$ cat config.mk
export PLATFORM = sky130hd
export DESIGN_NAME = int_mult_arbiter_flat
export DESIGN_NICKNAME = d
export VERILOG_FILES = /design/src/rtl/int_mult_arbiter_if.sv /design/src/rtl/int_mult_arbiter.sv /design/src/flat_wrapper.sv
export SDC_FILE = /design/constraint.sdc
export NUM_CORES = 1
export LEC_CHECK = 0
export CAP_MARGIN = 15
export CORE_UTILIZATION = 51
export CTS_CLUSTER_SIZE = 16
export DETAILED_ROUTE_END_ITERATION = 8
export HOLD_SLACK_MARGIN = 0.08
export PLACE_DENSITY = 0.79
export SYNTH_ARGS = -nofsm -noshare
export SYNTH_HDL_FRONTEND = slang
export SYNTH_SLANG_ARGS = --single-unit
$ cat constraint.sdc
create_clock -name clk -period 8.5 [get_ports clk]
set_clock_uncertainty 0.2 [all_clocks]
set_input_delay 2.125 -clock clk [delete_from_list [all_inputs] [get_ports clk]]
set_output_delay 2.125 -clock clk [all_outputs]
set_load 0.03 [all_outputs]
$ cat src/rtl/int_mult_arbiter_if.sv
// Handshake and multiplier-side bus of int_mult_arbiter.
// slave is the arbiter's view; master is the requester/multiplier/consumer side.
interface int_mult_arbiter_if #(
    parameter int NUM_REQ    = 4,
    parameter int DATA_WIDTH = 32,
    parameter int ID_W       = $clog2(NUM_REQ)
);
    logic [NUM_REQ-1:0]            req_valid;
    logic [NUM_REQ-1:0]            req_ready;
    logic [NUM_REQ*DATA_WIDTH-1:0] req_a;
    logic [NUM_REQ*DATA_WIDTH-1:0] req_b;
    logic                          mul_en;
    logic [DATA_WIDTH-1:0]         mul_plier;
    logic [DATA_WIDTH-1:0]         mul_cand;
    logic [2*DATA_WIDTH-1:0]       mul_result;
    logic                          rsp_valid;
    logic                          rsp_ready;
    logic [ID_W-1:0]               rsp_id;
    logic [2*DATA_WIDTH-1:0]       rsp_data;
    logic                          busy;

    modport slave (
        input  req_valid, req_a, req_b, mul_result, rsp_ready,
        output req_ready, mul_en, mul_plier, mul_cand, rsp_valid, rsp_id, rsp_data, busy
    );

    modport master (
        output req_valid, req_a, req_b, mul_result, rsp_ready,
        input  req_ready, mul_en, mul_plier, mul_cand, rsp_valid, rsp_id, rsp_data, busy
    );
endinterface

$ cat src/rtl/int_mult_arbiter.sv
// Round-robin sharing of one free-running pipelined multiplier between NUM_REQ requesters,
// with a tag pipe tracking issues and a credit-protected first-word fall-through response FIFO.
module int_mult_arbiter #(
    parameter int NUM_REQ      = 4,
    parameter int DATA_WIDTH   = 32,
    parameter int MULT_LATENCY = 5,
    parameter int RESP_DEPTH   = 8
) (
    input  logic              clk,
    input  logic              rst,
    int_mult_arbiter_if.slave bus
);
    localparam int ID_W = $clog2(NUM_REQ);
    localparam int PW   = $clog2(RESP_DEPTH);
    localparam int CW   = PW + 1;
    localparam int IW   = $clog2(MULT_LATENCY + 1);
    localparam int SW   = $clog2(RESP_DEPTH + MULT_LATENCY + 1) + 1;

    logic [ID_W-1:0]         rr_ptr;
    logic [ID_W:0]           scan_idx;
    logic                    can_issue;
    logic                    gnt;
    logic [ID_W-1:0]         gnt_id;

    logic                    tag_vld [MULT_LATENCY];
    logic [ID_W-1:0]         tag_id  [MULT_LATENCY];
    logic [IW-1:0]           inflight;

    logic [ID_W-1:0]         mem_id   [RESP_DEPTH];
    logic [2*DATA_WIDTH-1:0] mem_data [RESP_DEPTH];
    logic [PW-1:0]           wr_ptr;
    logic [PW-1:0]           rd_ptr;
    logic [CW-1:0]           count;
    logic                    full;
    logic                    push;
    logic                    pop;
    logic                    rsp_valid;

    // Credit counts FIFO occupancy plus everything still inside the multiplier.
    assign can_issue = !rst && ((SW'(inflight) + SW'(count)) < SW'(RESP_DEPTH));

    always_comb begin
        gnt      = 1'b0;
        gnt_id   = '0;
        scan_idx = '0;
        for (int i = 0; i < NUM_REQ; i++) begin
            scan_idx = {1'b0, rr_ptr} + (ID_W+1)'(i);
            if (scan_idx >= (ID_W+1)'(NUM_REQ))
                scan_idx = scan_idx - (ID_W+1)'(NUM_REQ);
            if (can_issue && !gnt && bus.req_valid[scan_idx[ID_W-1:0]]) begin
                gnt    = 1'b1;
                gnt_id = scan_idx[ID_W-1:0];
            end
        end
    end

    always_comb begin
        bus.req_ready = '0;
        if (gnt)
            bus.req_ready[gnt_id] = 1'b1;
    end

    assign bus.mul_en    = !rst;
    assign bus.mul_plier = gnt ? bus.req_a[DATA_WIDTH*gnt_id +: DATA_WIDTH] : '0;
    assign bus.mul_cand  = gnt ? bus.req_b[DATA_WIDTH*gnt_id +: DATA_WIDTH] : '0;

    always_ff @(posedge clk) begin
        if (rst)
            rr_ptr <= '0;
        else if (gnt)
            rr_ptr <= (gnt_id == ID_W'(NUM_REQ - 1)) ? '0 : gnt_id + 1'b1;
    end

    always_ff @(posedge clk) begin
        if (rst) begin
            for (int i = 0; i < MULT_LATENCY; i++) begin
                tag_vld[i] <= 1'b0;
                tag_id[i]  <= '0;
            end
        end else begin
            tag_vld[0] <= gnt;
            tag_id[0]  <= gnt_id;
            for (int i = 1; i < MULT_LATENCY; i++) begin
                tag_vld[i] <= tag_vld[i-1];
                tag_id[i]  <= tag_id[i-1];
            end
        end
    end

    // Exiting tag and the multiplier output line up in the same cycle.
    assign push      = !rst && tag_vld[MULT_LATENCY-1];
    assign rsp_valid = !rst && (count != '0);
    assign pop       = rsp_valid && bus.rsp_ready;
    assign full      = (count == CW'(RESP_DEPTH));

    always_ff @(posedge clk) begin
        if (rst)
            inflight <= '0;
        else if (gnt && !push)
            inflight <= inflight + 1'b1;
        else if (!gnt && push)
            inflight <= inflight - 1'b1;
    end

    always_ff @(posedge clk) begin
        if (push) begin
            mem_id[wr_ptr]   <= tag_id[MULT_LATENCY-1];
            mem_data[wr_ptr] <= bus.mul_result;
        end
    end

    always_ff @(posedge clk) begin
        if (rst) begin
            wr_ptr <= '0;
            rd_ptr <= '0;
            count  <= '0;
        end else begin
            if (push)
                wr_ptr <= wr_ptr + 1'b1;
            if (pop)
                rd_ptr <= rd_ptr + 1'b1;
            if (push && !pop)
                count <= count + 1'b1;
            else if (!push && pop)
                count <= count - 1'b1;
        end
    end

    a_no_overflow : assert property (@(posedge clk) disable iff (rst) !(push && full && !pop));

    assign bus.rsp_valid = rsp_valid;
    assign bus.rsp_id    = rsp_valid ? mem_id[rd_ptr]   : '0;
    assign bus.rsp_data  = rsp_valid ? mem_data[rd_ptr] : '0;
    assign bus.busy      = !rst && ((inflight != '0) || (count != '0));
endmodule

$ cat src/flat_wrapper.sv
// flat-port wrapper written by rule: the top's interface ports become plain ports
module int_mult_arbiter_flat 
#(
    parameter int NUM_REQ      = 4,
    parameter int DATA_WIDTH   = 32,
    parameter int MULT_LATENCY = 5,
    parameter int RESP_DEPTH   = 8
)
  (clk, rst, bus_req_valid, bus_req_a, bus_req_b, bus_mul_result, bus_rsp_ready, bus_req_ready, bus_mul_en, bus_mul_plier, bus_mul_cand, bus_rsp_valid, bus_rsp_id, bus_rsp_data, bus_busy);
  int_mult_arbiter_if #(.NUM_REQ(NUM_REQ), .DATA_WIDTH(DATA_WIDTH)) bus_i ();
  input  logic clk;
  input  logic rst;
  input wire logic [$bits(bus_i.req_valid)-1:0] bus_req_valid;
  input wire logic [$bits(bus_i.req_a)-1:0] bus_req_a;
  input wire logic [$bits(bus_i.req_b)-1:0] bus_req_b;
  input wire logic [$bits(bus_i.mul_result)-1:0] bus_mul_result;
  input wire logic [$bits(bus_i.rsp_ready)-1:0] bus_rsp_ready;
  output wire logic [$bits(bus_i.req_ready)-1:0] bus_req_ready;
  output wire logic [$bits(bus_i.mul_en)-1:0] bus_mul_en;
  output wire logic [$bits(bus_i.mul_plier)-1:0] bus_mul_plier;
  output wire logic [$bits(bus_i.mul_cand)-1:0] bus_mul_cand;
  output wire logic [$bits(bus_i.rsp_valid)-1:0] bus_rsp_valid;
  output wire logic [$bits(bus_i.rsp_id)-1:0] bus_rsp_id;
  output wire logic [$bits(bus_i.rsp_data)-1:0] bus_rsp_data;
  output wire logic [$bits(bus_i.busy)-1:0] bus_busy;
  assign bus_i.req_valid = bus_req_valid;
  assign bus_i.req_a = bus_req_a;
  assign bus_i.req_b = bus_req_b;
  assign bus_i.mul_result = bus_mul_result;
  assign bus_i.rsp_ready = bus_rsp_ready;
  assign bus_req_ready = bus_i.req_ready;
  assign bus_mul_en = bus_i.mul_en;
  assign bus_mul_plier = bus_i.mul_plier;
  assign bus_mul_cand = bus_i.mul_cand;
  assign bus_rsp_valid = bus_i.rsp_valid;
  assign bus_rsp_id = bus_i.rsp_id;
  assign bus_rsp_data = bus_i.rsp_data;
  assign bus_busy = bus_i.busy;
  int_mult_arbiter #(.NUM_REQ(NUM_REQ), .DATA_WIDTH(DATA_WIDTH), .MULT_LATENCY(MULT_LATENCY), .RESP_DEPTH(RESP_DEPTH)) u_core (.clk(clk), .rst(rst), .bus(bus_i));
endmodule
=== Word-level counts from Yosys, hierarchy flattened ===
Memory sizes are Yosys's and may differ from the RTL's. A register that Yosys moved wholly into a read port is not among the register bits.
Cells that the tools add are included.

* ROM bits: 0
* Memories: 4
* Flip-flop bits (word level): 15
* Output and inout port bits: 137
* Bits in writable memories: 543
* Latch bits: 0
* Word-level logic and storage cells: 128
* Input port bits: 327

* $lt $le $gt $ge: 11
* Multiply operators: 0
* Shifts and indexed selects: 2
* Eq/ne operators: 1
* Add/sub/neg operators: 15
* Bitwise gates (word level): 10
* Reduce and logical (&&, ||, !) cells: 29
* Div/mod/pow operators: 0
* Mux-type cells: 51

{| class="wikitable"
|+ Memories
! name !! depth !! width !! rd ports !! clocked after memory_dff !! write ports !! RTL line !! text
|-
| u_core.mem_data || 8 || 64 || 1 || 1 || 1 || int_mult_arbiter.sv:30 || <nowiki>logic [2*DATA_WIDTH-1:0] mem_data [RESP_DEPTH];</nowiki>
|-
| u_core.mem_id || 8 || 2 || 1 || 1 || 1 || int_mult_arbiter.sv:29 || <nowiki>logic [ID_W-1:0] mem_id [RESP_DEPTH];</nowiki>
|-
| u_core.tag_id || 5 || 2 || 5 || 0 || 5 || int_mult_arbiter.sv:26 || <nowiki>logic [ID_W-1:0] tag_id [MULT_LATENCY];</nowiki>
|-
| u_core.tag_vld || 5 || 1 || 5 || 0 || 5 || int_mult_arbiter.sv:25 || <nowiki>logic tag_vld [MULT_LATENCY];</nowiki>
|}

{| class="wikitable"
|+ Operators with widths
! cell !! number
|-
| 128-bit by 8-bit variable part select with 32-bit output || 2
|-
| 32-bit two-way mux || 2
|-
| 64-bit two-way mux || 1
|-
| 2-bit two-way mux || 15
|-
| 1-bit two-way mux || 19
|-
| 3-bit two-way mux || 6
|-
| 1-bit logical AND || 17
|-
| 2-bit by 3-bit < comparator with 1-bit output (second input constant) || 5
|-
| 4-bit two-way mux || 3
|-
| 1-bit OR || 10
|-
| 3-bit by 1-bit adder with 3-bit output (second input constant) || 3
|-
| 3-bit >= comparator (second input constant) || 3
|-
| 1-bit binary-select mux with 2-bit select || 4
|-
| 2-bit by 1-bit subtractor with 2-bit output (second input constant) || 4
|-
| 1-bit zero test || 7
|-
| 2-bit by 2-bit adder with 3-bit output (second input constant) || 2
|-
| 3-bit by 4-bit adder with 5-bit output || 1
|-
| 5-bit by 4-bit < comparator with 1-bit output (second input constant) || 1
|-
| 4-bit by 1-bit adder with 4-bit output (second input constant) || 1
|-
| 2-bit nonzero test || 2
|-
| 4-bit nonzero test || 1
|-
| 4-bit by 1-bit subtractor with 4-bit output (second input constant) || 1
|-
| 2-bit by 1-bit adder with 3-bit output (second input constant) || 1
|-
| 2-bit by 3-bit >= comparator with 1-bit output (second input constant) || 1
|-
| 7 further kinds || 7
|}

=== Longest topological paths before layout ===
Gate-level depths: netlist of the first run.

* Word-level depth: 23
* Gate-level depth with buffers: 13

=== Worst setup path after synthesis of the first run ===
No wires, ideal clock.

* Kind: input -> register
* Start point: input rst
* End point: memory u_core.mem_data[0][0] in the netlist's numbering, enable pin
* Path slack: 782 ps
* Arrival: 6947 ps
* Cell stages on the path: 3
* Buffers on the path: 0
* Cells stage by stage: nor2b_1 -> nand2b_1 -> nor3_1

* Longest elaborated chain between the ends: 4

{| class="wikitable"
|+ RTL lines
! element !! RTL line !! text
|-
| start: declaration || flat_wrapper.sv:12 || <nowiki>input logic rst;</nowiki>
|-
| 1-bit zero test || int_mult_arbiter.sv:91 || <nowiki>assign push = !rst && tag_vld[MULT_LATENCY-1];</nowiki>
|-
| 1-bit logical AND || int_mult_arbiter.sv:91 ||
|-
| 1-bit two-way mux || int_mult_arbiter.sv:106 || <nowiki>if (push) begin</nowiki>
|-
| 1-bit two-way mux (not written as such) || int_mult_arbiter.sv:108 || <nowiki>mem_data[wr_ptr] <= bus.mul_result;</nowiki>
|-
| end: declaration || int_mult_arbiter.sv:30 ||
|}

Every way passes these cells.

=== Worst setup path in the final report of the first run ===
* Start point: input bus_req_valid[0]
* End point: output bus_mul_plier[1]

* Longest elaborated chain between the ends: 18
* Elaborated cells on any way between the ends: 28
* Those cells by class: shift (1); mux (17); reduce/logical (10)

{| class="wikitable"
|+ RTL lines
! element !! RTL line !! text
|-
| start: declaration || flat_wrapper.sv:13 || <nowiki>input wire logic [$bits(bus_i.req_valid)-1:0] bus_req_valid;</nowiki>
|-
| 1-bit binary-select mux with 2-bit select || int_mult_arbiter.sv:50 || <nowiki>if (can_issue && !gnt && bus.req_valid[scan_idx[ID_W-1:0]]) begin</nowiki>
|-
| 1-bit two-way mux (not written as such) || int_mult_arbiter.sv:50 ||
|-
| 1-bit logical AND || int_mult_arbiter.sv:50 ||
|-
| 1-bit two-way mux || int_mult_arbiter.sv:50 ||
|-
| 1-bit zero test || int_mult_arbiter.sv:50 ||
|-
| 1-bit logical AND (2 in series) || int_mult_arbiter.sv:50 ||
|-
| 1-bit two-way mux || int_mult_arbiter.sv:50 ||
|-
| 1-bit zero test || int_mult_arbiter.sv:50 ||
|-
| 1-bit logical AND (2 in series) || int_mult_arbiter.sv:50 ||
|-
| 1-bit two-way mux || int_mult_arbiter.sv:50 ||
|-
| 1-bit zero test || int_mult_arbiter.sv:50 ||
|-
| 1-bit logical AND (2 in series) || int_mult_arbiter.sv:50 ||
|-
| 2-bit two-way mux || int_mult_arbiter.sv:50 ||
|-
| 128-bit by 8-bit variable part select with 32-bit output || int_mult_arbiter.sv:64 || <nowiki>assign bus.mul_plier = gnt ? bus.req_a[DATA_WIDTH*gnt_id +: DATA_WIDTH] : '0;</nowiki>
|-
| 32-bit two-way mux (*) || int_mult_arbiter.sv:64 ||
|-
| end: declaration || flat_wrapper.sv:20 || <nowiki>output wire logic [$bits(bus_i.mul_plier)-1:0] bus_mul_plier;</nowiki>
|}

Every way passes the cells marked *; elsewhere a longest branch is shown, timed or not. The select of a mux whose other input is x is not followed.

==> results of run 1 <==
[layout make-up]
type	instances	area, µm²	area share
clock inverters	19	143	0.00467
well taps	600	751	0.0246
diodes	5	12.5	0.000409
flip-flops and latches	561	16500	0.541
multi-input cells	576	6690	0.219
repair buffers	493	4980	0.163
clock buffers	73	1430	0.0468
inverters	11	41.3	0.00135
[per-stage QoR]
| stage | cells | util |
|---|---|---|
| floorplan | 1225 | - |
| global placement | 2241 | 0.636 |
| detailed placement | 2241 | 0.636 |
| CTS | 2333 | 0.671 |
| global route | 2338 | 0.671 |
| finish | 2338 | 0.671 |
[power breakdown]
group | internal [W] | switching, W | leakage, nW
Sequential | 0.00303 | 0.0000348 | 4.99
Combinational | 0.000544 | 0.000593 | 3.84
Clock | 0.00123 | 0.000932 | 0.760
[flip-flops by register name, summed over array words and instances (netlist names), named ones only]
| register | cells |
|---|---|
| u_core.rd_ptr | 3 |
| u_core.inflight | 3 |
| u_core.tag_id | 10 |
| u_core.rr_ptr | 2 |
| u_core.mem_id | 16 |
| u_core.tag_vld | 5 |
| u_core.mem_data | 512 |
| u_core.wr_ptr | 3 |
| u_core.count | 4 |
[synthesized netlist by cell type, drive strengths merged]
cell | count | area share
a2111oi | 3 | 0.0027
a21o | 2 | 0.00063
a21oi | 9 | 0.0019
a221oi | 1 | 0.00037
a31oi | 2 | 0.0012
and2 | 4 | 0.0011
buf | 35 | 0.012
bufbuf | 4 | 0.0032
clkbuf | 38 | 0.0060
dfxtp | 33 | 0.028
edfxtp | 528 | 0.67
fa | 2 | 0.0017
ha | 12 | 0.0063
inv | 11 | 0.0017
mux2i | 198 | 0.084
mux4 | 132 | 0.13
nand2 | 7 | 0.0012
nand2b | 6 | 0.0016
nand3 | 3 | 0.00063
nand4 | 1 | 0.00026
nor2 | 90 | 0.014
nor2b | 14 | 0.0037
nor3 | 5 | 0.0011
nor4 | 1 | 0.00026
o21a | 1 | 0.00032
o21ai | 5 | 0.0011
o22a | 1 | 0.00037
o22ai | 65 | 0.025
or2 | 1 | 0.00026
or3 | 2 | 0.00053
xnor2 | 3 | 0.0011
xor2 | 6 | 0.0022
[cell families (layout without fill, tap and decap cells)]
kind of cell / Yosys count / count (layout) / synth area share
flops: 561 / 561 / 0.698
simple gates: 134 / 134 / 0.0249
mux: 330 / 330 / 0.209
buf+inv: 88 / 596 / 0.0227
xor+xnor: 9 / 9 / 0.00333
fa+ha+maj: 14 / 14 / 0.00804
compound gates: 89 / 89 / 0.0336
other cells: 0 / 5 / 0
[worst paths after layout]
kind / from / endpoint / slack, ns / cells past startpoint
max: bus_req_valid[0] / bus_mul_plier[1] / 0.88 / 9
min: u_core.tag_id[0][4] / u_core.tag_id[0][6] / 0.23 / 1
min reg2reg: u_core.tag_id[0][4] / u_core.tag_id[0][6] / 0.23 / 1
max reg2reg: u_core.count[0] / u_core.count[3] / 4.79 / 12
[layer usage]
metal  up-vias  track usage  share of wire
li1       5914            -              -
met5         -            0              0
met4         0       0.0991          0.039
met2       533        0.489           0.55
met3        92       0.0478          0.059
met1      6859        0.301           0.35
[cells in the final DEF, fill, tap and decap left out, drive strengths merged, types with 6 or more instances in the layout]
cell type      synthesis  final
clkinv                 0     14
ha                    12     12
clkdlybuf4s50          0    438
buf                   35     55
nand2                  7      7
inv                   11     11
nor2                  90     90
mux2i                198    198
dfxtp                 33     33
mux4                 132    132
o22ai                 65     65
a21oi                  9      9
nor2b                 14     14
clkbuf                38     73
nand2b                 6      6
xor2                   6      6
edfxtp               528    528
==> metrics.csv, run 1 <==
stage;metric;value;unit
place;gp_congestion;0.869;
cells_and_area;final_nets;2034;
global_routing;grt_max_degree;80;
sta;max_slew_margin;0.211;
floorplanning;fp.coreArea;45600;µm²
pwr;powerDensity;208;nW/µm²
place;port_buffers;463;
critical_path;critPathMaxStageDelay;0.62;ns
cells_and_area;drive_above_1_share;0.175;
sta;layout_setup_ws;0.880;ns
sta;finalCriticalPeriod;7.62;ns
route;first_pass_iters;5;
floorplanning;dieArea;47300;µm²
place;placed_area;29000;µm²
cells_and_area;fillerInstances;2962;
floorplanning;die_h;217;µm
sta;holdWs;0.233;ns
route;ant_nets;0;
clocking;cts_hold_buffers;0;
clocking;cts_tree;built;
critical_path;cp-end-kind;primary output;
status;status;completed;
sta;post-route-period-util;0.896;
clocking;path_clk_slew;0.06;ns
logic_synthesis;ys_seq_area_frac;0.698;
sta;tightest_slew;1.18;ns
logic_synthesis;syn-num-nets;1566;
logic_synthesis;syn_inst;1225;
global_routing;grt_antenna_before_repair;8;
sta;setup_viol;0;
route;drt-wirelength-per-cell;26.5;µm
logic_synthesis;synth_cell_types;41;
global_routing;grt_usage;0.264;
sta;rsz0062_at_grt;false;
place;pre_cts_slack;0.911;ns
clocking;clock_sinks;561;
clocking;root_buffer;clkbuf_16;
sta;fmax;131;MHz
job;drv_cap;0;
critical_path;criticalPathCategory;in2out;
clocking;insertion_delay;0.56;ns
worst_hold_path;hold_path.class;reg2reg;
floorplanning;std_cell_rows;78;
cells_and_area;final_area;30600;µm²
logic_synthesis;ys_seq_elements;561;
critical_path;cp.arrival;5.29;ns
route;drcViolationCount;0;
cells_and_area;area_growth;29.2;%
route;viasPerCell;5.73;
route;wirelength;62100;µm
pwr;vdd_drop_max;0.170;mV
critical_path;slowest_stage;clkdlybuf4s50_1;
critical_path;worst_ep_required_time;6.18;ns
critical_path;cp_max_fo;79;
critical_path;path_buf_inv;5;
global_routing;grt-ovfl-total;0;
global_routing;grt_pass1_vias;14241;
pwr;power;0.00636;W
floorplanning;initial_core_util;0.519;
critical_path;path_cells;clkdlybuf4s50_1 > inv_1 > o22ai_1 > a2111oi_4 > buf_12 > buf_12 > mux2i_1 > o22ai_2 > clkdlybuf4s50_1;
sta;hold_violations;0;
clocking;cts_setup_buffers;0;
critical_path;cp-start-kind;input port;
clocking;htreeDepth;2;
clocking;cts_resized;0;
logic_synthesis;synth_warnings;0;
logic_synthesis;avgSynthCellArea;19.3;µm²
pwr;cellLeakagePower;9.59;nW
sta;tns;0;ns
sta;final-max-slew-violation-count;0;
floorplanning;ios;464;
logic_synthesis;synth_area;23700;µm²
route;drtIter0Drc;1018;
critical_path;crit_family;buffers and inverters;
clocking;clk_path_buf_depth;3;
floorplanning;die_w;217;µm
clocking;numCtsBuffers;50;
global_routing;grt_pass1_wl;90400;µm
place;dpl.hpwl;41200;µm
route;num_vias;13398;
No activity file was read; power rests on OpenSTA's default activity.
==> run 2, diff against run 1 <==
- CTS_BUF_LIST: default -> sky130_fd_sc_hd__clkbuf_16
==> run 2 against run 1 <==
  * First-iteration DRC count shrank 2.3%
  * Design area about the same
  * Clock-buffer cell count fell by 20
  * Utilization decreased by 0.066 points
  * Die area unchanged
  * Total power decreased by 0.81%
  * Register-to-register slack barely moved
  * Largest cell class unchanged
==> metrics.csv, run 2 (synthesis gave the netlist of run 1 again) <==
stage;metric;value;unit;change
critical_path;cp_max_fo;79;;unchanged
sta;post-route-period-util;0.896;;about the same
place;port_buffers;463;;unchanged
route;drt-wirelength-per-cell;26.5;µm;about the same
floorplanning;ios;464;;unchanged
clocking;path_clk_slew;0.06;ns;about the same
global_routing;grt-ovfl-total;0;;unchanged
floorplanning;initial_core_util;0.519;;unchanged
sta;tightest_slew;1.18;ns;about the same
global_routing;grt_pass1_vias;14233;;was 14241
critical_path;cp-end-kind;primary output;;unchanged
status;status;completed;;unchanged
critical_path;path_cells;clkdlybuf4s50_1 > inv_1 > o22ai_1 > a2111oi_4 > buf_12 > buf_12 > mux2i_1 > o22ai_2 > clkdlybuf4s50_1;;unchanged
pwr;p_int;0.00475;W;was 0.00480 W
cells_and_area;largest_reg_flops;512;;unchanged
clocking;cts_resized;0;;unchanged
cells_and_area;area_growth;29.1;%;was 29.2%
pwr;pwr-share-clk;0.334;;was 0.339
pwr;vdd_drop_max;0.161;mV;was 0.170 mV
floorplanning;std_cell_rows;78;;unchanged
route;wirelength;62000;µm;was 62100 µm
pwr;p_sw;0.00156;W;about the same
cells_and_area;final_area;30500;µm²;was 30600 µm²
pwr;power;0.00631;W;was 0.00636 W
sta;tns;0;ns;unchanged
floorplanning;fp.coreArea;45600;µm²;unchanged
critical_path;slowest_stage;clkdlybuf4s50_1;;unchanged
route;drcViolationCount;0;;unchanged
critical_path;crit_family;buffers and inverters;;unchanged
route;ant_nets;0;;unchanged
cells_and_area;largest_register;u_core.mem_data;;unchanged
sta;final-max-slew-violation-count;0;;unchanged
critical_path;path_buf_inv;5;;unchanged
sta;finalCriticalPeriod;7.61;ns;was 7.62 ns
pwr;powerDensity;207;nW/µm²;was 208 nW/µm²
pwr;cellLeakagePower;9.64;nW;was 9.59 nW
cells_and_area;fillerInstances;2970;;was 2962
clocking;clock_sinks;561;;unchanged
cells_and_area;top_regs;u_core.mem_data x512, u_core.mem_id x16, u_core.tag_id x10;;unchanged
sta;fmax;131;MHz;about the same
sta;rsz0062_at_grt;false;;unchanged
global_routing;grt_usage;0.264;;about the same
clocking;insertion_delay;0.56;ns;about the same
route;viasPerCell;5.72;;was 5.73
cells_and_area;final_common_cell;edfxtp_1;;unchanged
clocking;root_buffer;clkbuf_16;;unchanged
sta;max_slew_margin;0.211;;about the same
clocking;cts_setup_buffers;0;;unchanged
floorplanning;dieArea;47300;µm²;unchanged
clocking;htreeDepth;2;;unchanged
sta;hold_violations;0;;unchanged
clocking;numCtsBuffers;50;;unchanged
sta;setup_viol;0;;unchanged
route;first_pass_iters;5;;unchanged
clocking;clk_path_buf_depth;3;;unchanged
cells_and_area;drive_above_1_share;0.173;;was 0.175
floorplanning;die_h;217;µm;unchanged
global_routing;grt_pass1_wl;90500;µm;was 90400 µm
worst_hold_path;hold_path.class;reg2reg;;unchanged
critical_path;criticalPathCategory;in2out;;unchanged
place;placed_area;29000;µm²;unchanged
global_routing;grt_antenna_before_repair;8;;unchanged
place;gp_congestion;0.869;;unchanged
pwr;combinationalPowerShare;0.180;;was 0.179
pwr;seqPwrFrac;0.486;;was 0.482
sta;holdWs;0.234;ns;was 0.233 ns
place;dpl.hpwl;41200;µm;unchanged
cells_and_area;final_nets;2034;;unchanged
critical_path;worst_ep_required_time;6.18;ns;about the same
route;num_vias;13381;;was 13398
job;drv_cap;0;;unchanged
route;drtIter0Drc;995;;was 1018
pwr;switching_share;0.247;;was 0.245
cells_and_area;most-common-layout-cells;edfxtp_1 (528), clkdlybuf4s50_1 (438), mux2i_1 (198), mux4_2 (132), nor2_1 (84);;unchanged
critical_path;critPathMaxStageDelay;0.62;ns;about the same
floorplanning;die_w;217;µm;unchanged
global_routing;grt_max_degree;80;;unchanged
critical_path;cp.arrival;5.29;ns;about the same
clocking;cts_hold_buffers;0;;unchanged
clocking;cts_tree;built;;unchanged
critical_path;cp-start-kind;input port;;unchanged
-- run 2: cell count changes in the layout (fill, tap and decap cells not counted) --
cell / change
clkbuf_1: -17
inv_1: +17
clkbuf_8: -3
clkinv_1: +3
-- run 2: metal layers --
layer  vias up  global-route usage  wire [µm]
li1       5914                   -          -
met3        88              0.0477       3790
met5         -                   0          0
met1      6826               0.301      21800
met4         0              0.0991       2380
met2       553               0.489      34000
-- run 2: worst reg2reg max path, stage by stage (launching register included) --
cell and delay, ns:
dfxtp_1 0.38, nor4_1 0.40, or2_2 0.72, inv_1 0.23
nand2_1 0.22, ha_1 0.23, inv_1 0.10, ha_1 0.28
a21o_1 0.17, a21oi_1 0.16, xnor2_1 0.09, or3_1 0.30
a21oi_1 0.15
-- run 2: worst paths after layout --
| path | from | endpoint | slack, ns | cells after the start |
|---|---|---|---|---|
| worst min-delay path | u_core.tag_id[0][4] | u_core.tag_id[0][6] | 0.23 | 1 |
| worst max-delay path | bus_req_valid[0] | bus_mul_plier[1] | 0.89 | 9 |
| worst max register to register | u_core.count[0] | u_core.count[3] | 4.80 | 12 |
| worst min register to register | u_core.tag_id[0][4] | u_core.tag_id[0][6] | 0.23 | 1 |
-- run 2: power by group through the flow --
| stage | Clock, W | Combinational [W] | Sequential, W |
|---|---|---|---|
| 5_1_grt | 0.00224 | 0.00120 | 0.00307 |
| 2_1_floorplan | 0 | 0.000663 | 0.00310 |
| 4_1_cts | 0.00214 | 0.00115 | 0.00307 |
| 3_5_place_dp | 0 | 0.00114 | 0.00313 |
| 6_report | 0.00211 | 0.00114 | 0.00307 |
| 3_3_place_gp | 0 | 0.00113 | 0.00313 |
-- run 2: cell type report --
| class | count | area (µm²) | share of cell area |
|---|---|---|---|
| flip-flops and latches | 561 | 16500 | 0.541 |
| multi-input cells | 576 | 6690 | 0.219 |
| inverters | 11 | 41.3 | 0.00135 |
| repair buffers | 493 | 4980 | 0.163 |
| well taps | 600 | 751 | 0.0246 |
| clock inverters | 39 | 218 | 0.00713 |
| clock buffers | 53 | 1330 | 0.0434 |
| diodes | 5 | 12.5 | 0.000410 |
-- run 2: through the flow --
stage                     setup slack (ns)  instances   util
after global placement               0.980       2241  0.636
final                                0.888       2338  0.670
after floorplan                      0.782       1225      -
after global routing                 0.727       2338  0.670
after detailed placement             0.911       2241  0.636
after CTS                            0.898       2333  0.670
==> run 3, diff against run 2 <==
- CTS_CLUSTER_SIZE: 16 -> 8
==> run 3 against run 2 <==
  * Largest cell class unchanged
  * Flip-flop and latch count did not move
  * Setup slack about the same
  * Clock power is 32% higher
  * Utilization rose by 1.4 points
  * Global-route usage up 0.99 points
  * Sequential power about the same
  * Via count is 1.8% higher
  * Sequential share of layout area is 1.1 points lower
  * First-iteration DRC count is 1.5% higher
  * Clock-buffer cell count grew 31
==> metrics.csv, run 3 (synthesis gave the netlist of run 1 again) <==
stage;metric;value;unit;change
route;num_vias;13625;;was 13381
floorplanning;ios;464;;unchanged
job;drv_cap;0;;unchanged
global_routing;grt_usage;0.274;;was 0.264
sta;max_slew_margin;0.207;;was 0.211
floorplanning;dieArea;47300;µm²;unchanged
route;viasPerCell;5.80;;was 5.72
sta;setup_viol;0;;unchanged
floorplanning;fp.coreArea;45600;µm²;unchanged
critical_path;worst_ep_required_time;6.18;ns;about the same
sta;final-max-slew-violation-count;0;;unchanged
pwr;p_sw;0.00168;W;was 0.00156 W
clocking;cts_hold_buffers;0;;unchanged
critical_path;criticalPathCategory;in2out;;unchanged
sta;fmax;131;MHz;about the same
floorplanning;initial_core_util;0.519;;unchanged
floorplanning;die_h;217;µm;unchanged
sta;tns;0;ns;unchanged
pwr;switching_share;0.240;;was 0.247
floorplanning;std_cell_rows;78;;unchanged
floorplanning;die_w;217;µm;unchanged
route;wirelength;64100;µm;was 62000 µm
cells_and_area;largest_reg_flops;512;;unchanged
clocking;cts_setup_buffers;0;;unchanged
pwr;powerDensity;224;nW/µm²;was 207 nW/µm²
route;drt-wirelength-per-cell;27.3;µm;was 26.5 µm
clocking;clk_path_buf_depth;3;;unchanged
sta;holdWs;0.231;ns;was 0.234 ns
global_routing;grt-ovfl-total;0;;unchanged
critical_path;cp-start-kind;input port;;unchanged
cells_and_area;final_nets;2064;;was 2034
critical_path;r2r_cells;12;;unchanged
critical_path;crit_end;bus_mul_plier[1];;unchanged
place;gp_congestion;0.869;;unchanged
clocking;numCtsBuffers;80;;was 50
place;port_buffers;463;;unchanged
critical_path;cp.arrival;5.29;ns;about the same
route;drcViolationCount;0;;unchanged
pwr;pwr-share-clk;0.397;;was 0.334
cells_and_area;largest_register;u_core.mem_data;;unchanged
clocking;htreeDepth;3;;was 2
cells_and_area;most-common-layout-cells;edfxtp_1 (528), clkdlybuf4s50_1 (438), mux2i_1 (198), mux4_2 (132);;was edfxtp_1 (528), clkdlybuf4s50_1 (438), mux2i_1 (198), mux4_2 (132), nor2_1 (84)
global_routing;grt_pass1_vias;14714;;was 14233
clocking;clock_sinks;561;;unchanged
status;status;completed;;unchanged
critical_path;r2r_slack;4.84;ns;was 4.80 ns
cells_and_area;area_growth;31.8;%;was 29.1%
global_routing;grt_antenna_before_repair;8;;unchanged
pwr;seqPwrFrac;0.440;;was 0.486
route;ant_nets;0;;unchanged
cells_and_area;top_regs;u_core.mem_data x512, u_core.mem_id x16, u_core.tag_id x10;;unchanged
sta;hold_violations;0;;unchanged
clocking;root_buffer;clkbuf_16;;unchanged
sta;post-route-period-util;0.896;;about the same
critical_path;rr_startpoint;u_core.count[0];;unchanged
critical_path;crit_path_start;bus_req_valid[0];;unchanged
clocking;path_clk_slew;0.04;ns;was 0.06 ns
sta;tightest_slew;1.19;ns;was 1.18 ns
pwr;vdd_drop_max;0.181;mV;was 0.161 mV
critical_path;cp_max_fo;79;;unchanged
sta;rsz0062_at_grt;false;;unchanged
global_routing;grt_max_degree;80;;unchanged
pwr;combinationalPowerShare;0.163;;was 0.180
sta;finalCriticalPeriod;7.61;ns;about the same
pwr;p_int;0.00531;W;was 0.00475 W
pwr;cellLeakagePower;9.95;nW;was 9.64 nW
critical_path;cp-end-kind;primary output;;unchanged
cells_and_area;final_common_cell;edfxtp_1;;unchanged
clocking;cts_resized;0;;unchanged
place;dpl.hpwl;41200;µm;unchanged
cells_and_area;drive_above_1_share;0.186;;was 0.173
route;drtIter0Drc;1010;;was 995
clocking;insertion_delay;0.59;ns;was 0.56 ns
route;first_pass_iters;5;;unchanged
critical_path;r2r_end;u_core.count[3];;unchanged
worst_hold_path;hold_path.class;reg2reg;;unchanged
global_routing;grt_pass1_wl;93000;µm;was 90500 µm
clocking;cts_tree;built;;unchanged
-- run 3: worst min-delay path by stage --
stage                              startpoint                   to  slack (ns)  depth (start not counted)
final                     u_core.tag_id[0][4]  u_core.tag_id[0][6]        0.23                          1
after global routing      u_core.tag_id[0][4]  u_core.tag_id[0][6]        0.25                          1
after CTS                 u_core.tag_id[0][4]  u_core.tag_id[0][6]        0.24                          1
after detailed placement  u_core.tag_id[0][3]  u_core.tag_id[0][5]        0.22                          1
after global placement    u_core.tag_id[0][1]  u_core.tag_id[0][3]        0.22                          1
after floorplan           u_core.tag_id[0][0]  u_core.tag_id[0][2]        0.21                          1
-- run 3: metrics by stage --
stage | setup slack [ns] | power, W | instance area, µm² | instances | util
global route | 0.727 | 0.00720 | 31200 | 2346 | 0.684
CTS | 0.898 | 0.00704 | 31200 | 2341 | 0.684
detailed placement | 0.911 | 0.00427 | 29000 | 2241 | 0.636
finish | 0.888 | 0.00699 | 31200 | 2348 | 0.684
global placement | 0.980 | 0.00426 | 29000 | 2241 | 0.636
floorplan | 0.782 | 0.00376 | 23700 | 1225 | -
-- run 3: per-layer routing --
metal	global-route usage	share of wire
met1	0.304	0.35
met2	0.499	0.54
met3	0.0590	0.063
met4	0.126	0.041
met5	0	0
-- run 3: layout make-up --
type / instances / area, µm²
Multi-Input combinational cell: 576 / 6690
Clock buffer: 84 / 2100
Timing Repair Buffer: 493 / 4980
Fill cell: 2884 / 14400
Antenna cell: 7 / 17.5
Inverter: 11 / 41.3
Tap cell: 600 / 751
Sequential cell: 561 / 16500
Clock inverter: 16 / 82.6
-- run 3: power groups by stage --
stage / logic (W) / registers, W / clock network, W
after detailed placement: 0.00114 / 0.00313 / 0
after CTS: 0.00115 / 0.00308 / 0.00282
after global routing: 0.00120 / 0.00308 / 0.00292
after floorplan: 0.000663 / 0.00310 / 0
after global placement: 0.00113 / 0.00313 / 0
final: 0.00114 / 0.00308 / 0.00278
-- run 3: critical path: stages --
cell             delay, ns
clkdlybuf4s50_1       0.49
inv_1                 0.17
o22ai_1               0.14
a2111oi_4             0.43
buf_12                0.29
buf_12                0.44
mux2i_1               0.34
o22ai_2               0.11
clkdlybuf4s50_1       0.62
